File: src/rtl/stream_mem_loader_if.sv
// stream_mem_loader_if: incoming byte stream plus instruction-memory write port.
// Signal names follow the loader's point of view (_i into the loader, _o out of it).
interface stream_mem_loader_if #(
    parameter int ADDR_WIDTH = 16,
    parameter int DATA_WIDTH = 32
);
    logic                  byte_valid_i;
    logic [7:0]            byte_data_i;
    logic                  byte_ready_o;
    logic                  mem_req_o;
    logic [ADDR_WIDTH-1:0] mem_addr_o;
    logic                  mem_we_o;
    logic [3:0]            mem_be_o;
    logic [DATA_WIDTH-1:0] mem_wdata_o;
    logic                  mem_gnt_i;
    logic                  mem_rvalid_i;

    // Loader side: consumes bytes, drives memory requests
    modport master (
        input  byte_valid_i,
        input  byte_data_i,
        output byte_ready_o,
        output mem_req_o,
        output mem_addr_o,
        output mem_we_o,
        output mem_be_o,
        output mem_wdata_o,
        input  mem_gnt_i,
        input  mem_rvalid_i
    );

    // Environment side: byte source and memory
    modport slave (
        output byte_valid_i,
        output byte_data_i,
        input  byte_ready_o,
        input  mem_req_o,
        input  mem_addr_o,
        input  mem_we_o,
        input  mem_be_o,
        input  mem_wdata_o,
        output mem_gnt_i,
        output mem_rvalid_i
    );
endinterface

File: src/rtl/stream_mem_loader.sv
// stream_mem_loader: receives a little-endian word count followed by that many
// little-endian 32-bit words over a byte stream and writes them to consecutive
// word addresses starting at BASE_ADDR, holding the core in reset meanwhile.
module stream_mem_loader #(
    parameter int ADDR_WIDTH = 16,
    parameter int DATA_WIDTH = 32,
    parameter int BASE_ADDR  = 0
) (
    input  logic                clk,
    input  logic                rst_n,
    input  logic                start_i,
    stream_mem_loader_if.master bus,
    output logic                core_rst_n_o,
    output logic                busy_o,
    output logic                done_o,
    output logic                err_o
);
    typedef enum logic [2:0] {
        IDLE,
        LEN,
        DATA,
        REQ,
        ACK,
        DONE
    } state_e;

    // Largest word count that fits between BASE_ADDR and the top of memory
    localparam logic [63:0] MAX_WORDS = (64'd1 << (ADDR_WIDTH - 2)) - 64'(BASE_ADDR / 4);
    localparam logic [ADDR_WIDTH-1:0] BASE = ADDR_WIDTH'(BASE_ADDR);

    state_e                state_q, state_d;
    logic [1:0]            lane_q, lane_d;
    logic [DATA_WIDTH-1:0] word_q, word_d;
    logic [ADDR_WIDTH-1:0] addr_q, addr_d;
    logic [31:0]           remain_q, remain_d;
    logic                  err_q, err_d;
    logic                  done_q, done_d;
    logic                  busy_q, busy_d;
    logic                  byte_ready_q, byte_ready_d;
    logic                  mem_req_q, mem_req_d;
    logic                  core_rst_n_q, core_rst_n_d;
    logic                  xfer;
    logic [31:0]           n_word;

    // Next-state, datapath and registered-output decode
    always_comb begin
        state_d  = state_q;
        lane_d   = lane_q;
        word_d   = word_q;
        addr_d   = addr_q;
        remain_d = remain_q;
        err_d    = err_q;
        xfer     = bus.byte_valid_i & byte_ready_q;
        n_word   = {bus.byte_data_i, word_q[23:0]};

        case (state_q)
            IDLE, DONE: begin
                if (start_i) begin
                    state_d = LEN;
                    err_d   = 1'b0;
                    addr_d  = BASE;
                    lane_d  = '0;
                end
            end
            LEN: begin
                if (xfer) begin
                    word_d[{lane_q, 3'b000} +: 8] = bus.byte_data_i;
                    lane_d = lane_q + 2'd1;
                    if (lane_q == 2'd3) begin
                        remain_d = n_word;
                        if (n_word == 32'd0) begin
                            state_d = DONE;
                        end else if ({32'd0, n_word} > MAX_WORDS) begin
                            err_d   = 1'b1;
                            state_d = DONE;
                        end else begin
                            state_d = DATA;
                        end
                    end
                end
            end
            DATA: begin
                if (xfer) begin
                    word_d[{lane_q, 3'b000} +: 8] = bus.byte_data_i;
                    lane_d = lane_q + 2'd1;
                    if (lane_q == 2'd3) begin
                        state_d = REQ;
                    end
                end
            end
            REQ: begin
                if (bus.mem_gnt_i) begin
                    state_d = ACK;
                end
            end
            ACK: begin
                if (bus.mem_rvalid_i) begin
                    remain_d = remain_q - 32'd1;
                    // Address advances only when another word follows, so a load
                    // that fills memory to the top never wraps the counter.
                    if (remain_q == 32'd1) begin
                        state_d = DONE;
                    end else begin
                        state_d = DATA;
                        addr_d  = addr_q + ADDR_WIDTH'(4);
                    end
                end
            end
            default: state_d = IDLE;
        endcase

        busy_d       = (state_d == LEN) || (state_d == DATA) ||
                       (state_d == REQ) || (state_d == ACK);
        core_rst_n_d = !busy_d;
        byte_ready_d = (state_d == LEN) || (state_d == DATA);
        mem_req_d    = (state_d == REQ);
        done_d       = (state_d == DONE);
    end

    // State and output registers, all cleared asynchronously
    always_ff @(posedge clk or negedge rst_n) begin
        if (!rst_n) begin
            state_q      <= IDLE;
            lane_q       <= '0;
            word_q       <= '0;
            addr_q       <= '0;
            remain_q     <= '0;
            err_q        <= 1'b0;
            done_q       <= 1'b0;
            busy_q       <= 1'b0;
            byte_ready_q <= 1'b0;
            mem_req_q    <= 1'b0;
            core_rst_n_q <= 1'b0;
        end else begin
            state_q      <= state_d;
            lane_q       <= lane_d;
            word_q       <= word_d;
            addr_q       <= addr_d;
            remain_q     <= remain_d;
            err_q        <= err_d;
            done_q       <= done_d;
            busy_q       <= busy_d;
            byte_ready_q <= byte_ready_d;
            mem_req_q    <= mem_req_d;
            core_rst_n_q <= core_rst_n_d;
        end
    end

    assign bus.byte_ready_o = byte_ready_q;
    assign bus.mem_req_o    = mem_req_q;
    assign bus.mem_addr_o   = addr_q;
    assign bus.mem_we_o     = mem_req_q;
    assign bus.mem_be_o     = {4{mem_req_q}};
    assign bus.mem_wdata_o  = word_q;
    assign core_rst_n_o     = core_rst_n_q;
    assign busy_o           = busy_q;
    assign done_o           = done_q;
    assign err_o            = err_q;
endmodule

File: src/flat_wrapper.sv
// flat-port wrapper written by rule: the top's interface ports become plain ports
module stream_mem_loader_flat 
#(
    parameter int ADDR_WIDTH = 16,
    parameter int DATA_WIDTH = 32,
    parameter int BASE_ADDR  = 0
)
  (clk, rst_n, start_i, core_rst_n_o, busy_o, done_o, err_o, bus_byte_valid_i, bus_byte_data_i, bus_byte_ready_o, bus_mem_req_o, bus_mem_addr_o, bus_mem_we_o, bus_mem_be_o, bus_mem_wdata_o, bus_mem_gnt_i, bus_mem_rvalid_i);
  stream_mem_loader_if #(.ADDR_WIDTH(ADDR_WIDTH), .DATA_WIDTH(DATA_WIDTH)) bus_i ();
  input  logic clk;
  input  logic rst_n;
  input  logic start_i;
  output logic core_rst_n_o;
  output logic busy_o;
  output logic done_o;
  output logic err_o;
  input wire logic [$bits(bus_i.byte_valid_i)-1:0] bus_byte_valid_i;
  input wire logic [$bits(bus_i.byte_data_i)-1:0] bus_byte_data_i;
  output wire logic [$bits(bus_i.byte_ready_o)-1:0] bus_byte_ready_o;
  output wire logic [$bits(bus_i.mem_req_o)-1:0] bus_mem_req_o;
  output wire logic [$bits(bus_i.mem_addr_o)-1:0] bus_mem_addr_o;
  output wire logic [$bits(bus_i.mem_we_o)-1:0] bus_mem_we_o;
  output wire logic [$bits(bus_i.mem_be_o)-1:0] bus_mem_be_o;
  output wire logic [$bits(bus_i.mem_wdata_o)-1:0] bus_mem_wdata_o;
  input wire logic [$bits(bus_i.mem_gnt_i)-1:0] bus_mem_gnt_i;
  input wire logic [$bits(bus_i.mem_rvalid_i)-1:0] bus_mem_rvalid_i;
  assign bus_i.byte_valid_i = bus_byte_valid_i;
  assign bus_i.byte_data_i = bus_byte_data_i;
  assign bus_byte_ready_o = bus_i.byte_ready_o;
  assign bus_mem_req_o = bus_i.mem_req_o;
  assign bus_mem_addr_o = bus_i.mem_addr_o;
  assign bus_mem_we_o = bus_i.mem_we_o;
  assign bus_mem_be_o = bus_i.mem_be_o;
  assign bus_mem_wdata_o = bus_i.mem_wdata_o;
  assign bus_i.mem_gnt_i = bus_mem_gnt_i;
  assign bus_i.mem_rvalid_i = bus_mem_rvalid_i;
  stream_mem_loader #(.ADDR_WIDTH(ADDR_WIDTH), .DATA_WIDTH(DATA_WIDTH), .BASE_ADDR(BASE_ADDR)) u_core (.clk(clk), .rst_n(rst_n), .start_i(start_i), .bus(bus_i), .core_rst_n_o(core_rst_n_o), .busy_o(busy_o), .done_o(done_o), .err_o(err_o));
endmodule
File: config.mk
export PLATFORM = sky130hd
export DESIGN_NAME = stream_mem_loader_flat
export DESIGN_NICKNAME = d
export VERILOG_FILES = /design/src/rtl/stream_mem_loader_if.sv /design/src/rtl/stream_mem_loader.sv /design/src/flat_wrapper.sv
export SDC_FILE = /design/constraint.sdc
export NUM_CORES = 1
export LEC_CHECK = 0
export CORE_MARGIN = 3
export CORE_UTILIZATION = 50
export CTS_CLUSTER_SIZE = 8
export DETAILED_ROUTE_END_ITERATION = 10
export PLACE_DENSITY = 0.85
export SYNTH_ARGS = -nofsm -noshare
export SYNTH_HDL_FRONTEND = slang
export SYNTH_SLANG_ARGS = --single-unit
export TNS_END_PERCENT = 20
File: constraint.sdc
create_clock -name clk -period 2.2 [get_ports clk]
set_clock_uncertainty 0.2 [all_clocks]
set_input_delay 0.44 -clock clk [delete_from_list [all_inputs] [get_ports clk]]
set_output_delay 0.44 -clock clk [all_outputs]
set_load 0.005 [all_outputs]
==> reports/results.tsv, run 1 <==
stage	metric	value	unit
critical_path	path_max_fanout	7	
flow_run	maxCapViolations	0	
critical_path	rr_startpoint	u_core.remain_q[27]$_DFFE_PN0P_	
logic_synthesis	synth_ff_type	dfrtp_1	
clock_network	cts_tree	built	
clock_network	clk_latency	0.37	ns
global_routing	overflow	0	
floorplan	ios	73	
critical_path	cp_data_arrival_time	2.54	ns
power_and_ir_drop	power.switching	0.00355	W
sta	slew_headroom	60.3	%
sta	worstMarginPinSlew	0.590	ns
place	place_ws	-0.322	ns
min_path	hold_class	reg2reg	
floorplan	fp.dieH	106	µm
critical_path	worstReg2RegEnd	u_core.bus.mem_addr_o[10]$_DFFE_PN0P_	
logic_synthesis	yosys-top-cells-area	dfrtp_1, nand2_1, o21ai_0, a21oi_1, nor4_1	
power_and_ir_drop	total_power	0.00856	W
logic_synthesis	synth_edf_count	0	
outcome	violations	negative setup slack	
critical_path	reg2reg_depth	9	
sta	finalMaxSlewViolations	0	
place	portBuffers	70	
detailed_routing	wire_per_inst	20.0	µm
floorplan	die_area	0.0112	mm²
critical_path	critical_path_class	reg2reg	
global_routing	use_met2	46.3	%
global_routing	grt_usage	29.3	%
cells_and_area	layout-drive-gt1-share	23.3	%
critical_path	cp-start-kind	flop	
logic_synthesis	async_reset_ff_share	100	%
sta	holdWs	0.301	ns
clock_network	root_buffer	clkbuf_8	
floorplan	rows	35	
outcome	status	finished, violations left	
logic_synthesis	yosys_warnings	0	
clock_network	cts_buffer_depth	2	
power_and_ir_drop	combPwrFrac	53.3	%
detailed_routing	final_antenna_net_count	0	
clock_network	clkSlewWorstSetupHoldPaths	0.09	ns
clock_network	cts_sinks	89	
floorplan	initial_core_util	52.7	%
global_routing	grt_pass1_vias	5140	
cells_and_area	area_growth	42.6	%
global_routing	use_met1	39.0	%
cells_and_area	nFillCells	637	
power_and_ir_drop	clkPwrFrac	14.2	%
place	gp_congestion	0.978	
global_routing	grt_pass1_wl	26100	µm
power_and_ir_drop	power.internal	0.00501	W
power_and_ir_drop	ir_worst_vdd	776	µV
floorplan	die_w	106	µm
power_and_ir_drop	p_leak	2.93	nW
detailed_routing	routed-via-count	5502	
power_and_ir_drop	power_density	1200	mW/mm²
critical_path	critPathCaptureType	flop	
logic_synthesis	netlist_instances	577	
logic_synthesis	syn_area	0.00498	mm²
min_path	min_delay_path_depth	2	
place	hpwl	11300	µm
min_path	min_to	u_core.bus.mem_wdata_o[31]$_DFFE_PN0P_	
global_routing	antenna_found_initial	0	
clock_network	htree_levels	3	
sta	setup_viol	28	
logic_synthesis	yosysSeqAreaShare	44.7	%
detailed_routing	drtIter0Drc	690	
logic_synthesis	netlist.area_leader.share	44.7	%
sta	period_minus_slack	2.48	ns
power_and_ir_drop	switching_share	41.5	%
global_routing	grt_max_degree	50	
detailed_routing	wl	17300	µm
cells_and_area	multiInputGateArea	0.00282	mm²
logic_synthesis	syn-mean-instance-area	8.64	µm²
cells_and_area	diodes	0	
sta	fin_crit_sh	113	%
sta	rsz0062_at_grt	yes	
cells_and_area	nNetsFinal	751	
global_routing	gr-usage-met3	7.04	%
min_path	hp-start	u_core.bus.mem_wdata_o[31]$_DFFE_PN0P_	
detailed_routing	drcViolationCount	0	
sta	fin_ws	-0.282	ns
cells_and_area	regArea	0.00223	mm²
sta	hold_viol_final	0	
logic_synthesis	synth.distinct_cells	56	
critical_path	rrSetupSlack	-0.28	ns
clock_network	cts_buffers	9	
power_and_ir_drop	power_frac_seq	32.5	%
sta	fmax	403	MHz
critical_path	cp.required	2.26	ns
logic_synthesis	ys_ff_latch	89	
detailed_routing	dr.pass1.iters	6	
floorplan	core-area	0.00946	mm²
detailed_routing	vias_per_cell	6.38	
logic_synthesis	yosys.area.top_type	dfrtp_1	
global_routing	busiest_layer	met2	
-- worst max-delay path: stages, from the launching register on --
cell and delay [ns]:
dfrtp_1 0.42, buf_4 0.16, nor4_2 0.41, nand4_1 0.28, buf_4 0.22, nor4_4 0.14, buf_6 0.19, buf_4 0.12
nor4_1 0.06, o21a_1 0.19
-- state kept, by name, summed over array words and instances (netlist names) --
| signal | count |
|---|---|
| u_core.done_o | 1 |
| u_core.state_q | 3 |
| u_core.bus.mem_req_o | 1 |
| u_core.remain_q | 32 |
| u_core.err_o | 1 |
| u_core.bus.mem_addr_o | 14 |
| u_core.busy_o | 1 |
| u_core.bus.byte_ready_o | 1 |
| u_core.bus.mem_wdata_o | 32 |
| u_core.lane_q | 2 |
| u_core.core_rst_n_o | 1 |
-- area by class of cell --
type                    count  area share, %
inverters                  10          0.528
clock buffers              10           1.94
multi-input cells         441           39.6
clock inverters             6           1.04
repair buffers            177           23.3
well taps                 129           2.27
flip-flops and latches     89           31.3
-- cell usage in the layout, fill, tap and decap left out, drive strengths merged, types with 18 or more instances in the layout --
cell and n:
nand2 113, nor4 22, dfrtp 89, o21ai 58, or4 18, nor2 21
a21oi 41, clkdlybuf4s50 69, buf 106, nor3 18
-- cells in the mapped netlist, types with 5 or more instances --
master	count
nand4_1	8
a21oi_1	40
ha_1	9
o2bb2ai_1	7
or3_1	8
buf_4	9
or4_1	15
a22o_1	9
o31ai_1	16
nor3_1	18
nand2b_1	6
dfrtp_1	89
clkbuf_1	26
o22ai_1	10
nand2_1	113
nor4_1	21
o21ai_0	58
inv_1	10
o32ai_1	5
nor2_1	21
nand3_1	12
-- logic make-up (layout without fill, tap and decap cells) --
| family | count (synthesis) | after routing | share of synthesized area [%] |
|---|---|---|---|
| xor gates and xnor gates | 1 | 1 | 0.176 |
| and+or+nand+nor | 251 | 252 | 25.8 |
| AOI/OAI and AO/OA | 172 | 172 | 21.5 |
| DFF | 89 | 89 | 44.7 |
| adders and majority gates | 9 | 9 | 2.26 |
| other | 1 | 2 | 0.0752 |
| muxes | 5 | 5 | 1.05 |
| buffers and inverters | 49 | 203 | 4.54 |
-- timing repair --
action,CTS,global route
pin swaps,18,19
endpoints found under the setup margin,28,41
setup buffers,1,3
endpoints found under the hold margin,33,0
gates resized for setup,13,37
cloned,1,1
hold buffers,1,0
-- through the flow --
stage	utilization (%)	setup TNS [ns]	instances	instance area, µm²
5_1_grt	75.1	-7.30	862	7110
2_1_floorplan	-	-3.28	578	4990
4_1_cts	72.5	-4.50	858	6860
3_5_place_dp	69.2	-9.11	839	6550
3_3_place_gp	69.2	-5.73	839	6550
6_report	75.1	-5.20	862	7110
-- power by group through the flow --
stage | logic (W) | registers (W) | clock network (W)
after floorplan | 0.00186 | 0.00274 | 0
after detailed placement | 0.00410 | 0.00271 | 0
final | 0.00456 | 0.00278 | 0.00122
after global routing | 0.00491 | 0.00283 | 0.00129
after CTS | 0.00422 | 0.00270 | 0.00121
after global placement | 0.00395 | 0.00269 | 0
-- per-layer routing --
| metal | up-vias | part of all wire (%) | wire, µm |
|---|---|---|---|
| met5 | - | 0 | 0 |
| li1 | 2433 | - | - |
| met3 | 87 | 11 | 1900 |
| met4 | 0 | 4.2 | 729 |
| met1 | 2631 | 38 | 6500 |
| met2 | 351 | 47 | 8140 |
-- worst max path at each step --
| stage | slack [ns] | end | startpoint |
|---|---|---|---|
| 3_5_place_dp | -0.32 | u_core.bus.byte_ready_o$_DFF_PN0_ | bus_byte_data_i[7] |
| 4_1_cts | -0.23 | u_core.remain_q[27]$_DFFE_PN0P_ | u_core.remain_q[19]$_DFFE_PN0P_ |
| 5_1_grt | -0.37 | u_core.bus.mem_addr_o[10]$_DFFE_PN0P_ | u_core.remain_q[27]$_DFFE_PN0P_ |
| 2_1_floorplan | -0.23 | u_core.remain_q[27]$_DFFE_PN0P_ | u_core.remain_q[18]$_DFFE_PN0P_ |
| 6_report | -0.28 | u_core.bus.mem_addr_o[10]$_DFFE_PN0P_ | u_core.remain_q[27]$_DFFE_PN0P_ |
| 3_3_place_gp | -0.26 | u_core.bus.byte_ready_o$_DFF_PN0_ | bus_byte_data_i[7] |
No activity file was read; power rests on OpenSTA's default activity.
==> run 2: changes to the inputs <==
--- a/config.mk
+++ b/config.mk
@@ -6,10 +6,10 @@
 export NUM_CORES = 1
 export LEC_CHECK = 0
 export CORE_MARGIN = 3
-export CORE_UTILIZATION = 50
+export CORE_UTILIZATION = 59
 export CTS_CLUSTER_SIZE = 8
 export DETAILED_ROUTE_END_ITERATION = 10
-export PLACE_DENSITY = 0.85
+export PLACE_DENSITY = 0.94
 export SYNTH_ARGS = -nofsm -noshare
 export SYNTH_HDL_FRONTEND = slang
 export SYNTH_SLANG_ARGS = --single-unit
==> constraint.sdc (replaced) <==
create_clock -name clk -period 3.1 [get_ports clk]
set_clock_uncertainty 0.2 [all_clocks]
set_input_delay 0.62 -clock clk [delete_from_list [all_inputs] [get_ports clk]]
set_output_delay 0.62 -clock clk [all_outputs]
set_load 0.005 [all_outputs]
==> run 2 against run 1 <==
  * The flow now finishes without violations
  * Wire length fell by 14%
  * Via count fell by 7.7%
  * Register-to-register slack improved by 0.72 ns
  * Critical endpoint is now u_core.remain_q[30]$_DFFE_PN0P_
==> reports/results.tsv, run 2 (synthesized netlist as in run 1, its figures left out) <==
stage	metric	value	unit
critical_path	cp-start-kind	flop	
power_and_ir_drop	power_frac_seq	40.4	%
floorplan	die_w	97.9	µm
sta	fin_crit_sh	86.0	%
flow_run	maxCapViolations	0	
power_and_ir_drop	power.switching	0.00219	W
clock_network	holdBufCountCts	0	
global_routing	grt_usage	31.1	%
cells_and_area	layout-drive-gt1-share	8.02	%
clock_network	root_buffer	clkbuf_8	
detailed_routing	drtIter0Drc	629	
place	hpwl	10000	µm
clock_network	cts_sinks	89	
clock_network	clkSlewWorstSetupHoldPaths	0.10	ns
power_and_ir_drop	switching_share	41.8	%
clock_network	post_cts_resize_count	0	
place	portBuffers	70	
clock_network	htree_levels	3	
power_and_ir_drop	p_leak	2.38	nW
sta	fmax	375	MHz
critical_path	cp-startpoint	u_core.remain_q[1]$_DFFE_PN0P_	
floorplan	core-area	0.00797	mm²
sta	setup_viol	0	
critical_path	cp_data_arrival_time	2.70	ns
min_path	hold_class	in2async	
cells_and_area	nNetsFinal	666	
sta	slew_headroom	35.5	%
outcome	status	complete, no violations	
floorplan	rows	32	
detailed_routing	drcViolationCount	0	
critical_path	critPathCaptureType	flop	
sta	holdWs	0.0955	ns
clock_network	clk_latency	0.37	ns
power_and_ir_drop	total_power	0.00524	W
power_and_ir_drop	ir_worst_vdd	651	µV
critical_path	cp.required	3.13	ns
clock_network	cts_tree	built	
cells_and_area	area_growth	21.4	%
cells_and_area	nFillCells	502	
power_and_ir_drop	clkPwrFrac	17.4	%
sta	finalMaxSlewViolations	0	
critical_path	critical_path_class	reg2reg	
clock_network	cts_buffers	9	
floorplan	die_area	0.00959	mm²
critical_path	path_max_fanout	5	
global_routing	grt_pass1_vias	4727	
sta	hold_viol_final	0	
critical_path	rr_startpoint	u_core.remain_q[1]$_DFFE_PN0P_	
floorplan	ios	73	
power_and_ir_drop	power.internal	0.00305	W
global_routing	grt_max_degree	54	
cells_and_area	final_cell_mix	nand2_1, dfrtp_1, clkdlybuf4s50_1	
detailed_routing	vias_per_cell	6.77	
detailed_routing	wire_per_inst	19.7	µm
detailed_routing	wl	14800	µm
power_and_ir_drop	combPwrFrac	42.3	%
clock_network	cts_setup_buffers	0	
detailed_routing	final_antenna_net_count	0	
sta	setup_tns	0	ns
place	gp_congestion	0.915	
cells_and_area	diodes	0	
detailed_routing	routed-via-count	5080	
clock_network	cts_buffer_depth	2	
global_routing	overflow	0	
cells_and_area	final_common_cell	nand2_1	
detailed_routing	dr.pass1.iters	6	
sta	worstMarginPinSlew	0.966	ns
global_routing	grt_pass1_wl	24200	µm
floorplan	initial_core_util	62.6	%
power_and_ir_drop	power_density	866	mW/mm²
global_routing	antenna_found_initial	0	
sta	rsz0062_at_grt	no	
floorplan	fp.dieH	97.9	µm
sta	period_minus_slack	2.67	ns
[run 2: cell count changes in the layout (fill, tap and decap cells not counted), moves of 4 or more]
cell | before | now
nor3_2 | 6 | 0
or4_4 | 6 | 2
buf_4 | 94 | 22
buf_12 | 10 | 2
nor3_1 | 12 | 18
nor4_2 | 5 | 0
nor4_1 | 13 | 21
[run 2: worst paths after layout]
kind | slack, ns | endpoint | depth (start not counted)
setup reg to reg | 0.43 | u_core.remain_q[30]$_DFFE_PN0P_ | 7
hold / removal | 0.1 | u_core.bus.mem_addr_o[8]$_DFFE_PN0P_ | 1
setup / recovery | 0.43 | u_core.remain_q[30]$_DFFE_PN0P_ | 7
min in group clk | 0.29 | u_core.bus.mem_wdata_o[30]$_DFFE_PN0P_ | 2
max in group asynchronous | 1.95 | u_core.remain_q[22]$_DFFE_PN0P_ | 2
hold reg to reg | 0.29 | u_core.bus.mem_wdata_o[30]$_DFFE_PN0P_ | 2
[run 2: critical path, stage by stage (launching register included)]
cell      delay [ns]
dfrtp_1         0.43
inv_1           0.12
ha_1            0.20
nor3b_1         0.53
nand2_1         0.27
or3_1           0.43
o32ai_1         0.30
a211oi_1        0.07
[run 2: through the flow]
stage               std cells  instance area [µm²]  setup WS (ns)  util, %
floorplan                 578                 4990          0.674        -
global placement          734                 5830          0.267     73.2
finish                    750                 6050          0.433     76.0
CTS                       750                 6050          0.518     76.0
global route              750                 6050          0.305     76.0
detailed placement        734                 5830          0.136     73.2
[run 2: final cells by class]
class                           instances  area (µm²)  area share [%]
Clock buffer                            9         124            2.05
Clock inverter                          7         100            1.65
Inverter                               10        37.5           0.620
Multi-Input combinational cell        440        2540            42.0
Sequential cell                        89        2230            36.8
Tap cell                              102         128            2.11
Timing Repair Buffer                   93         896            14.8
[run 2: power groups by stage]
stage / clock, W / sequential, W / combinational (W)
2_1_floorplan: 0 / 0.00194 / 0.00132
3_3_place_gp: 0 / 0.00206 / 0.00204
3_5_place_dp: 0 / 0.00208 / 0.00216
4_1_cts: 0.000907 / 0.00208 / 0.00219
5_1_grt: 0.000968 / 0.00216 / 0.00242
6_report: 0.000911 / 0.00212 / 0.00221
[run 2: routing by layer]
metal / global-route usage [%] / routed length [µm] / vias to the layer above
li1: - / - / 2261
met1: 41.4 / 5630 / 2401
met2: 49.5 / 7050 / 359
met3: 8.29 / 1540 / 59
met4: 10.8 / 544 / 0
met5: 0 / 0 / -
